<file path="config.mk">
export PLATFORM = sky130hd
export DESIGN_NAME = spi_adc_responder
export DESIGN_NICKNAME = d
export VERILOG_FILES = /design/src/rtl/spi_adc_pkg.sv /design/src/rtl/spi_sync_edge.sv /design/src/rtl/spi_adc_responder.sv
export SDC_FILE = /design/constraint.sdc
export NUM_CORES = 1
export LEC_CHECK = 0
export CORE_MARGIN = 4
export CORE_UTILIZATION = 53
export CTS_BUF_LIST = sky130_fd_sc_hd__clkbuf_8
export DETAILED_ROUTE_END_ITERATION = 7
export GPL_ROUTABILITY_DRIVEN = 0
export PLACE_DENSITY = 0.82
export SYNTH_ARGS = -nofsm -noshare
export SYNTH_HDL_FRONTEND = slang
export SYNTH_SLANG_ARGS = --single-unit
</file>
<file path="constraint.sdc">
create_clock -name clk_i -period 2.6 [get_ports clk_i]
set_input_delay 0.52 -clock clk_i [delete_from_list [all_inputs] [get_ports clk_i]]
set_output_delay 0.52 -clock clk_i [all_outputs]
set_load 0.02 [all_outputs]
</file>
<file path="src/rtl/spi_adc_pkg.sv">
// Shared encodings for the SPI ADC responder: default widths, command bit positions, FSM states.
// The TRAIL state exists only when SPI_LSBF_EN is defined.
package spi_adc_pkg;

  localparam int DATA_W_DEF      = 12;
  localparam int CMD_W_DEF       = 4;
  localparam int SYNC_STAGES_DEF = 2;

  localparam int CMD_START = 3;
  localparam int CMD_SGL   = 2;
  localparam int CMD_ODD   = 1;
  localparam int CMD_MSBF  = 0;

  typedef enum logic [2:0] {
    ST_IDLE  = 3'd0,
    ST_CMD   = 3'd1,
    ST_NULL  = 3'd2,
    ST_DATA  = 3'd3,
`ifdef SPI_LSBF_EN
    ST_TRAIL = 3'd4,
`endif
    ST_DONE  = 3'd5
  } state_t;

endpackage

</file>
<file path="src/rtl/spi_sync_edge.sv">
// Multi-stage synchronizer for one asynchronous SPI pin with rise/fall strobes.
// Strobes are one clk wide and derived from the last synced stage and its delayed copy.
module spi_sync_edge #(
  parameter int   SYNC_STAGES = 2,
  parameter logic RST_VAL     = 1'b0
) (
  input  logic clk,
  input  logic rst,
  input  logic d,
  output logic level,
  output logic rise,
  output logic fall
);

  logic [SYNC_STAGES-1:0] sync;
  logic                   level_d;

  always_ff @(posedge clk) begin
    if (rst) begin
      sync    <= {SYNC_STAGES{RST_VAL}};
      level_d <= RST_VAL;
    end else begin
      sync    <= (sync << 1) | SYNC_STAGES'(d);
      level_d <= sync[SYNC_STAGES-1];
    end
  end

  assign level = sync[SYNC_STAGES-1];
  assign rise  = level & ~level_d;
  assign fall  = ~level & level_d;

endmodule

</file>
<file path="src/rtl/spi_adc_responder.sv">
// SPI mode-0 responder emulating a 12-bit two-channel ADC, oversampled on clk_i.
// Optional SPI_LSBF_EN: msbf=0 appends bits 1..DATA_W-1 LSB first after the MSB-first word.
//
// state | meaning
// IDLE  | waiting for cs fall, miso high
// CMD   | shifting in start/sgl/odd/msbf on dclk rises
// NULL  | next fall drives the null bit (0)
// DATA  | each fall drives the next sample bit, MSB first
// TRAIL | each fall drives bits 1..DATA_W-1 LSB first (SPI_LSBF_EN only)
// DONE  | frame complete, miso high after next fall, waiting for cs rise
module spi_adc_responder
  import spi_adc_pkg::*;
#(
  parameter int DATA_W      = DATA_W_DEF,
  parameter int CMD_W       = CMD_W_DEF,
  parameter int SYNC_STAGES = SYNC_STAGES_DEF
) (
  input  logic              clk_i,
  input  logic              rst_i,
  input  logic              dclk_i,
  input  logic              cs_i,
  input  logic              mosi_i,
  output logic              miso_o,
  input  logic [DATA_W-1:0] sample_ch0_i,
  input  logic [DATA_W-1:0] sample_ch1_i,
  output logic [2:0]        cmd_o,
  output logic              frame_done_o,
  output logic              frame_err_o
);

  localparam int CNT_W = (DATA_W > 1) ? $clog2(DATA_W) : 1;
  localparam logic [CNT_W-1:0] DATA_LAST = CNT_W'(DATA_W - 1);
  localparam logic [CNT_W-1:0] CMD_LAST  = CNT_W'(CMD_W - 1);

  logic dclk_rise, dclk_fall, cs_rise, cs_fall, mosi_s;
  logic unused_dclk_lvl, unused_cs_lvl, unused_mosi_rise, unused_mosi_fall, unused_start;

  spi_sync_edge #(.SYNC_STAGES(SYNC_STAGES), .RST_VAL(1'b0)) u_dclk (
    .clk(clk_i), .rst(rst_i), .d(dclk_i),
    .level(unused_dclk_lvl), .rise(dclk_rise), .fall(dclk_fall)
  );

  spi_sync_edge #(.SYNC_STAGES(SYNC_STAGES), .RST_VAL(1'b1)) u_cs (
    .clk(clk_i), .rst(rst_i), .d(cs_i),
    .level(unused_cs_lvl), .rise(cs_rise), .fall(cs_fall)
  );

  spi_sync_edge #(.SYNC_STAGES(SYNC_STAGES), .RST_VAL(1'b0)) u_mosi (
    .clk(clk_i), .rst(rst_i), .d(mosi_i),
    .level(mosi_s), .rise(unused_mosi_rise), .fall(unused_mosi_fall)
  );

  state_t             state;
  logic [CMD_W-1:0]   cmd_sr;
  logic [CMD_W-1:0]   cmd_next;
  logic [CNT_W-1:0]   bitcnt;
  logic [DATA_W-1:0]  shreg;

  assign cmd_next     = {cmd_sr[CMD_W-2:0], mosi_s};
  assign unused_start = cmd_sr[CMD_W-1];

  always_ff @(posedge clk_i) begin
    frame_done_o <= 1'b0;
    frame_err_o  <= 1'b0;
    if (rst_i) begin
      state  <= ST_IDLE;
      cmd_sr <= '0;
      bitcnt <= '0;
      shreg  <= '0;
      miso_o <= 1'b1;
      cmd_o  <= '0;
    end else if (cs_rise && state != ST_IDLE) begin
      // cs rise outranks any dclk edge arriving on the same clk
      if (state == ST_DONE) frame_done_o <= 1'b1;
      else                  frame_err_o  <= 1'b1;
      state  <= ST_IDLE;
      miso_o <= 1'b1;
    end else begin
      case (state)
        ST_IDLE: begin
          miso_o <= 1'b1;
          if (cs_fall) begin
            state  <= ST_CMD;
            bitcnt <= '0;
            cmd_sr <= '0;
          end
        end
        ST_CMD: if (dclk_rise) begin
          cmd_sr <= cmd_next;
          if (bitcnt == '0 && !mosi_s) begin
            frame_err_o <= 1'b1;
            state       <= ST_IDLE;
          end else if (bitcnt == CMD_LAST) begin
            cmd_o  <= {cmd_next[CMD_SGL], cmd_next[CMD_ODD], cmd_next[CMD_MSBF]};
            shreg  <= cmd_next[CMD_ODD] ? sample_ch1_i : sample_ch0_i;
            state  <= ST_NULL;
            bitcnt <= '0;
          end else begin
            bitcnt <= bitcnt + 1'b1;
          end
        end
        ST_NULL: if (dclk_fall) begin
          miso_o <= 1'b0;
          state  <= ST_DATA;
        end
        ST_DATA: if (dclk_fall) begin
          // rotate so the snapshot is intact again for the trailing LSB-first pass
          miso_o <= shreg[DATA_W-1];
          shreg  <= {shreg[DATA_W-2:0], shreg[DATA_W-1]};
          if (bitcnt == DATA_LAST) state  <= ST_DONE;
          else                     bitcnt <= bitcnt + 1'b1;
`ifdef SPI_LSBF_EN
          if (bitcnt == DATA_LAST && !cmd_o[CMD_MSBF]) begin
            state  <= ST_TRAIL;
            bitcnt <= CNT_W'(1);
          end
`endif
        end
`ifdef SPI_LSBF_EN
        ST_TRAIL: if (dclk_fall) begin
          miso_o <= shreg[1];
          shreg  <= {shreg[0], shreg[DATA_W-1:1]};
          if (bitcnt == DATA_LAST) state  <= ST_DONE;
          else                     bitcnt <= bitcnt + 1'b1;
        end
`endif
        ST_DONE: if (dclk_fall) miso_o <= 1'b1;
        default: state <= ST_IDLE;
      endcase
    end
  end

endmodule

</file>
# Word level (Yosys, flattened, before mapping)
# Cells that the tools add are included.
[totals]
reg_bits = 35
in_bits = 29
out_inout_bits = 6
word_cells = 95
[classes]
n_addsub = 1
n_eq_ne = 16
n_mux = 33
bitwise = 14
n_reduce_logical = 18
[op_table]
columns = ["cell", "count"]
rows = [
  ["12-bit two-way mux", 5],
  ["4-bit two-way mux", 6],
  ["12-bit case mux with 2 select lines", 1],
  ["3-bit two-way mux", 7],
  ["2-bit != test, second input constant", 9],
  ["3-bit case mux with 5 select lines", 1],
  ["7-bit AND reduction", 2],
  ["4-bit case mux with 3 select lines", 1],
  ["1-bit two-way mux", 9],
  ["4-bit AND reduction", 2],
  ["1-bit inverter", 7],
  ["3-bit by 2-bit equality test with 1-bit output, second input constant", 2],
  ["2-bit by 1-bit bitwise OR with 2-bit output", 3],
  ["6-bit AND reduction", 1],
  ["3-bit nonzero test", 2],
  ["5-bit AND reduction", 1],
  ["4-bit by 1-bit adder with 4-bit output, second input constant", 1],
  ["1-bit bitwise AND", 4],
  ["4-bit by 2-bit equality test with 1-bit output, second input constant", 1],
  ["4-bit equality test, second input constant", 1],
  ["4-bit zero test", 1],
  ["1-bit case mux with 4 select lines", 1],
  ["2-bit case mux with 2 select lines", 1],
  ["2-bit nonzero test", 2],
  ["other kinds (9)", 11],
]

# Depth between registers and ports, before layout
[logic_depth]
ltp_word = 6
mapped_depth = 8
mapped_depth_nobuf = 7

# Cells and area by module
# A second synthesis with hierarchy kept.
[unflattened]
hier_cells = 210
hier_area_um2 = 1849.3
[modules_own_cells]
columns = ["module", "n_inst", "cells_each", "area_each_um2", "seq_area_each_um2"]
rows = [
  ["spi_adc_responder", 1, 186, 1574.0, 540.5],
  ["spi_sync_edge (u_dclk ...)", 2, 8, 91.3, 60.1],
  ["spi_sync_edge (u_cs)", 1, 8, 92.6, 60.1],
]

# Worst setup path before layout
# No wires, ideal clock.
[synth_timing]
path_kind = "register -> register"
start = "reg bitcnt[0]"
end = "reg bitcnt[3]"
setup_ps = 71
t_arrival_ps = 2053
required_time_ps = 2529
path_slack_ps = 476
path_stages_with_launch = 9
n_path_buf = 1
synth_period_minus_slack_ps = 2124
cell_sequence = "dfxtp_1 inv_1 ha_1 nor4b_1 o21bai_1 or4b_1 buf_2 or4_1 a21oi_1"
[synth_via]
elab_chain_cells = 5
elab_cells_between_ends = 14
cone_classes = "add/sub (1); eq/ne (4); mux (6); reduce/logical (3)"
[synth_rtl]
columns = ["element", "line", "rtl"]
rows = [
  ["start, declared", "spi_adc_responder.sv:56", "logic [CNT_W-1:0] bitcnt;"],
  ["start signal, assigned", "spi_adc_responder.sv:99", "bitcnt <= bitcnt + 1'b1;"],
  ["start signal, assigned", "spi_adc_responder.sv:111", "else bitcnt <= bitcnt + 1'b1;"],
  ["4-bit by 1-bit adder with 4-bit output or 4-bit by 2-bit equality test with 1-bit output (tied branches)", "spi_adc_responder.sv:99, spi_adc_responder.sv:111, spi_adc_responder.sv:93", ""],
  ["4-bit two-way mux", "spi_adc_responder.sv:93", "end else if (bitcnt == CMD_LAST) begin"],
  ["4-bit two-way mux", "spi_adc_responder.sv:90", "if (bitcnt == '0 && !mosi_s) begin"],
  ["4-bit two-way mux", "spi_adc_responder.sv:88", "ST_CMD: if (dclk_rise) begin"],
  ["4-bit case mux with 3 select lines", "spi_adc_responder.sv:79", "case (state)"],
]
# Parallel ways exist; a longest one is shown, timed or not. The select of a mux whose other input is x is not followed.
# A chain may end at the register's enable or synchronous reset.

# Worst setup path in the final report
# Same ends and word-level chain as after synthesis.

==> run_results.csv <==
group,metric,value,unit
status,status,"complete, no violations",
finish,diodes,0,
floorplan,core_area,3130,µm²
cts,cts_root_buf,"clkbuf_8",
critical_path,r2r_slack,310,ps
synth,synth_top_area_share,39.2,%
sta,worst_slack,311,ps
critical_path,cp_max_fo,8,
critical_path,slowest_stage,"or4b_1",
synth,synthDistinctLibCells,38,
critical_path,path_cells,"inv_1 > ha_1 > nor4b_1 > o21bai_1 > or4b_1 > or4_1 > a21oi_1",
sta,grt_setup_unrepaired,"no",
global_routing,grt_first_pass_wirelength,6240,µm
power,p_switching,368,µW
power,internal_power,949,µW
detailed_routing,met2_length,1830,µm
detailed_routing,viasPerCell,5.40,
detailed_routing,wl_met3,220,µm
min_path,hold_class,"flip-flop to flip-flop",
power,p_sw_share,27.9,%
min_path,holdPathEnd,"u_cs.sync[1]",
cts,post_cts_resized,0,
critical_path,worstPathRequired,2810,ps
cts,cts_tree,"done",
sta,tightest_slew,818,ps
synth,ys_top_cells_by_area,"dfxtp_1 (39%), mux2i_1 (16%), nor2_1 (4.8%)",
cts,cts_buffer_depth,2,
synth,syn-num-nets,236,
power,clkPwrFrac,32.3,%
sta,final-hold-violation-count,0,
synth,postSynthCellCount,205,
cts,numCtsBuffers,5,
synth,avgSynthCellArea,8.72,µm²
detailed_routing,vias,1513,
critical_path,cpLargestDelayFamily,"simple AND/OR/NAND/NOR gates",
synth,ys_seq_area_share,39.2,%
synth,yosysTopAreaCell,"dfxtp_1",
cts,cts_setup_buffers,0,
power,leakagePower,0.744,nW
power,vdd_ir_drop_max,0.398,mV
power,comb_power_share,22.5,%
critical_path,startpoint_type,"flip-flop",
detailed_routing,dr.pass1.iters,4,
floorplan,dieArea,4370,µm²
critical_path,r2r_cells,7,
detailed_routing,drt-met1-wl,1690,µm
sta,max_freq,0.437,GHz
power,p_per_area,583,nW/µm²
sta,report.final.slew_viol_count,0,
critical_path,critPathMaxStageDelay,570,ps
run,max_cap_violations,0,
critical_path,r2r-start,"bitcnt[0]",
synth,syn_area,1790,µm²
detailed_routing,ant_nets,0,
min_path,min_from,"u_cs.sync[0]",
detailed_routing,top_layer_used,"met4",
cts,clk_latency,280,ps
floorplan,die_h,66.1,µm
min_path,hold_depth,1,
global_routing,grt_usage,18.8,%
placement,portBuffers,34,
cts,cts_max_level,2,
cts,cts_hold_buf,0,
finish,syn2layout_area_growth,26.2,%
critical_path,crit_path_end_kind,"flip-flop",
finish,drive_gt1_share,6.36,%
critical_path,cp.arrival,2500,ps
finish,final_common_cell,"dfxtp_1",
global_routing,grt_start_max_net_pins,25,
global_routing,grt_pass1_vias,1376,
synth,ys_warn_count,0,
floorplan,initial_core_util,57.2,%
sta,post-route-period-util,88.0,%
critical_path,worstSetupPathType,"flip-flop to flip-flop",
detailed_routing,routedWlPerCell,13.5,µm
floorplan,die_w,66.1,µm
floorplan,boundaryPins,35,
critical_path,path_buf_inv,1,
critical_path,timing.rr.end,"bitcnt[3]",
floorplan,row_count,20,
sta,holdWs,411,ps
finish,final_cell_mix,"dfxtp_1 (35), clkdlybuf4s50_1 (34), mux2i_1 (29)",
sta,slew_headroom,45.4,%
finish,fillCellCount,244,
synth,synth_seq_cells,35,
sta,clock_skew,5.77,ps
sta,fin_crit,2290,ps
placement,preCtsSetupSlack,341,ps
cts,clk_pin_slew,70,ps
detailed_routing,route.detailed.drc,0,
global_routing,antenna_found_initial,0,
global_routing,gr-total-overflow,0,
detailed_routing,drt_iter0_drc,103,
detailed_routing,finalWirelength,3780,µm
power,seq_power_share,45.2,%
cts,cts.sink_count,35,
finish,nets,266,
placement,dp_hpwl,2810,µm
sta,fin_setup_tns,0,ps
sta,setup_viol,0,
power groups by stage:
stage / logic (mW) / clock network [mW] / registers, mW
2_1_floorplan: 0.238 / 0 / 0.581
5_1_grt: 0.319 / 0.469 / 0.599
3_3_place_gp: 0.281 / 0 / 0.603
4_1_cts: 0.295 / 0.440 / 0.594
3_5_place_dp: 0.294 / 0 / 0.606
6_report: 0.296 / 0.426 / 0.594
Yosys cell counts (all sizes together):
cell / instances
a2111oi: 1
a211oi: 2
a21o: 1
a21oi: 7
a22oi: 3
a311o: 1
a32o: 1
a32oi: 1
and2: 2
and3: 1
and3b: 1
buf: 4
clkbuf: 11
dfxtp: 35
ha: 2
inv: 4
mux2i: 29
nand2: 18
nand2b: 3
nand3: 1
nand3b: 1
nor2: 23
nor2b: 13
nor3: 4
nor3b: 4
nor4b: 2
o211ai: 1
o21ai: 15
o21bai: 1
o221ai: 1
or2: 3
or3: 3
or3b: 3
or4: 1
or4b: 2
state kept, by name, indices dropped and copies added, names as in the netlist:
name,count
bitcnt,4
cmd_o,3
cmd_sr,2
frame_done_o,1
frame_err_o,1
miso_o,1
shreg,12
state,3
u_cs.level_d,1
u_cs.sync,2
u_dclk.level_d,1
u_dclk.sync,2
u_mosi.sync,2
per-stage QoR:
stage | power (mW) | cells | cell area, µm² | utilization [%]
finish | 1.32 | 280 | 2260 | 72.2
global route | 1.39 | 280 | 2260 | 72.2
CTS | 1.33 | 280 | 2260 | 72.2
detailed placement | 0.899 | 272 | 2160 | 69.0
global placement | 0.884 | 272 | 2160 | 69.0
floorplan | 0.819 | 205 | 1790 | -
routing by layer:
metal  up-vias  track usage (%)
met3         5             6.12
met4         0             7.61
met5         -                0
met2        41             30.2
li1        775                -
met1       692             23.1
cells by family (layout without fill, tap and decap cells):
family          count (synthesis)  count (layout)  share of synthesized area [%]
compound gates                 35              35                           13.2
simple gates                   85              85                           25.8
buf+inv                        19              50                           4.27
flops                          35              35                           39.2
mux                            29              29                           16.2
fa+ha+maj                       2               2                           1.40
how the worst max path moves through the flow:
| stage | cells after the start | slack (ps) | from | to |
|---|---|---|---|---|
| after floorplan | 8 | 480 | bitcnt[0] | bitcnt[3] |
| after global routing | 7 | 220 | bitcnt[0] | bitcnt[3] |
| after global placement | 7 | 430 | bitcnt[0] | bitcnt[3] |
| after CTS | 7 | 320 | bitcnt[0] | bitcnt[3] |
| after detailed placement | 7 | 340 | bitcnt[0] | bitcnt[3] |
| final | 7 | 310 | bitcnt[0] | bitcnt[3] |
final cells by class:
class	count	area [µm²]	share of cell area (%)
clock inverter	1	3.75	0.166
sequential	35	701	31.0
timing repair buffer	38	370	16.4
clock buffer	7	96.3	4.27
tap	44	55.1	2.44
inverter	4	15.0	0.665
multi-input combinational	151	1020	45.0
Note: power is estimated with default switching activity, not from simulation.
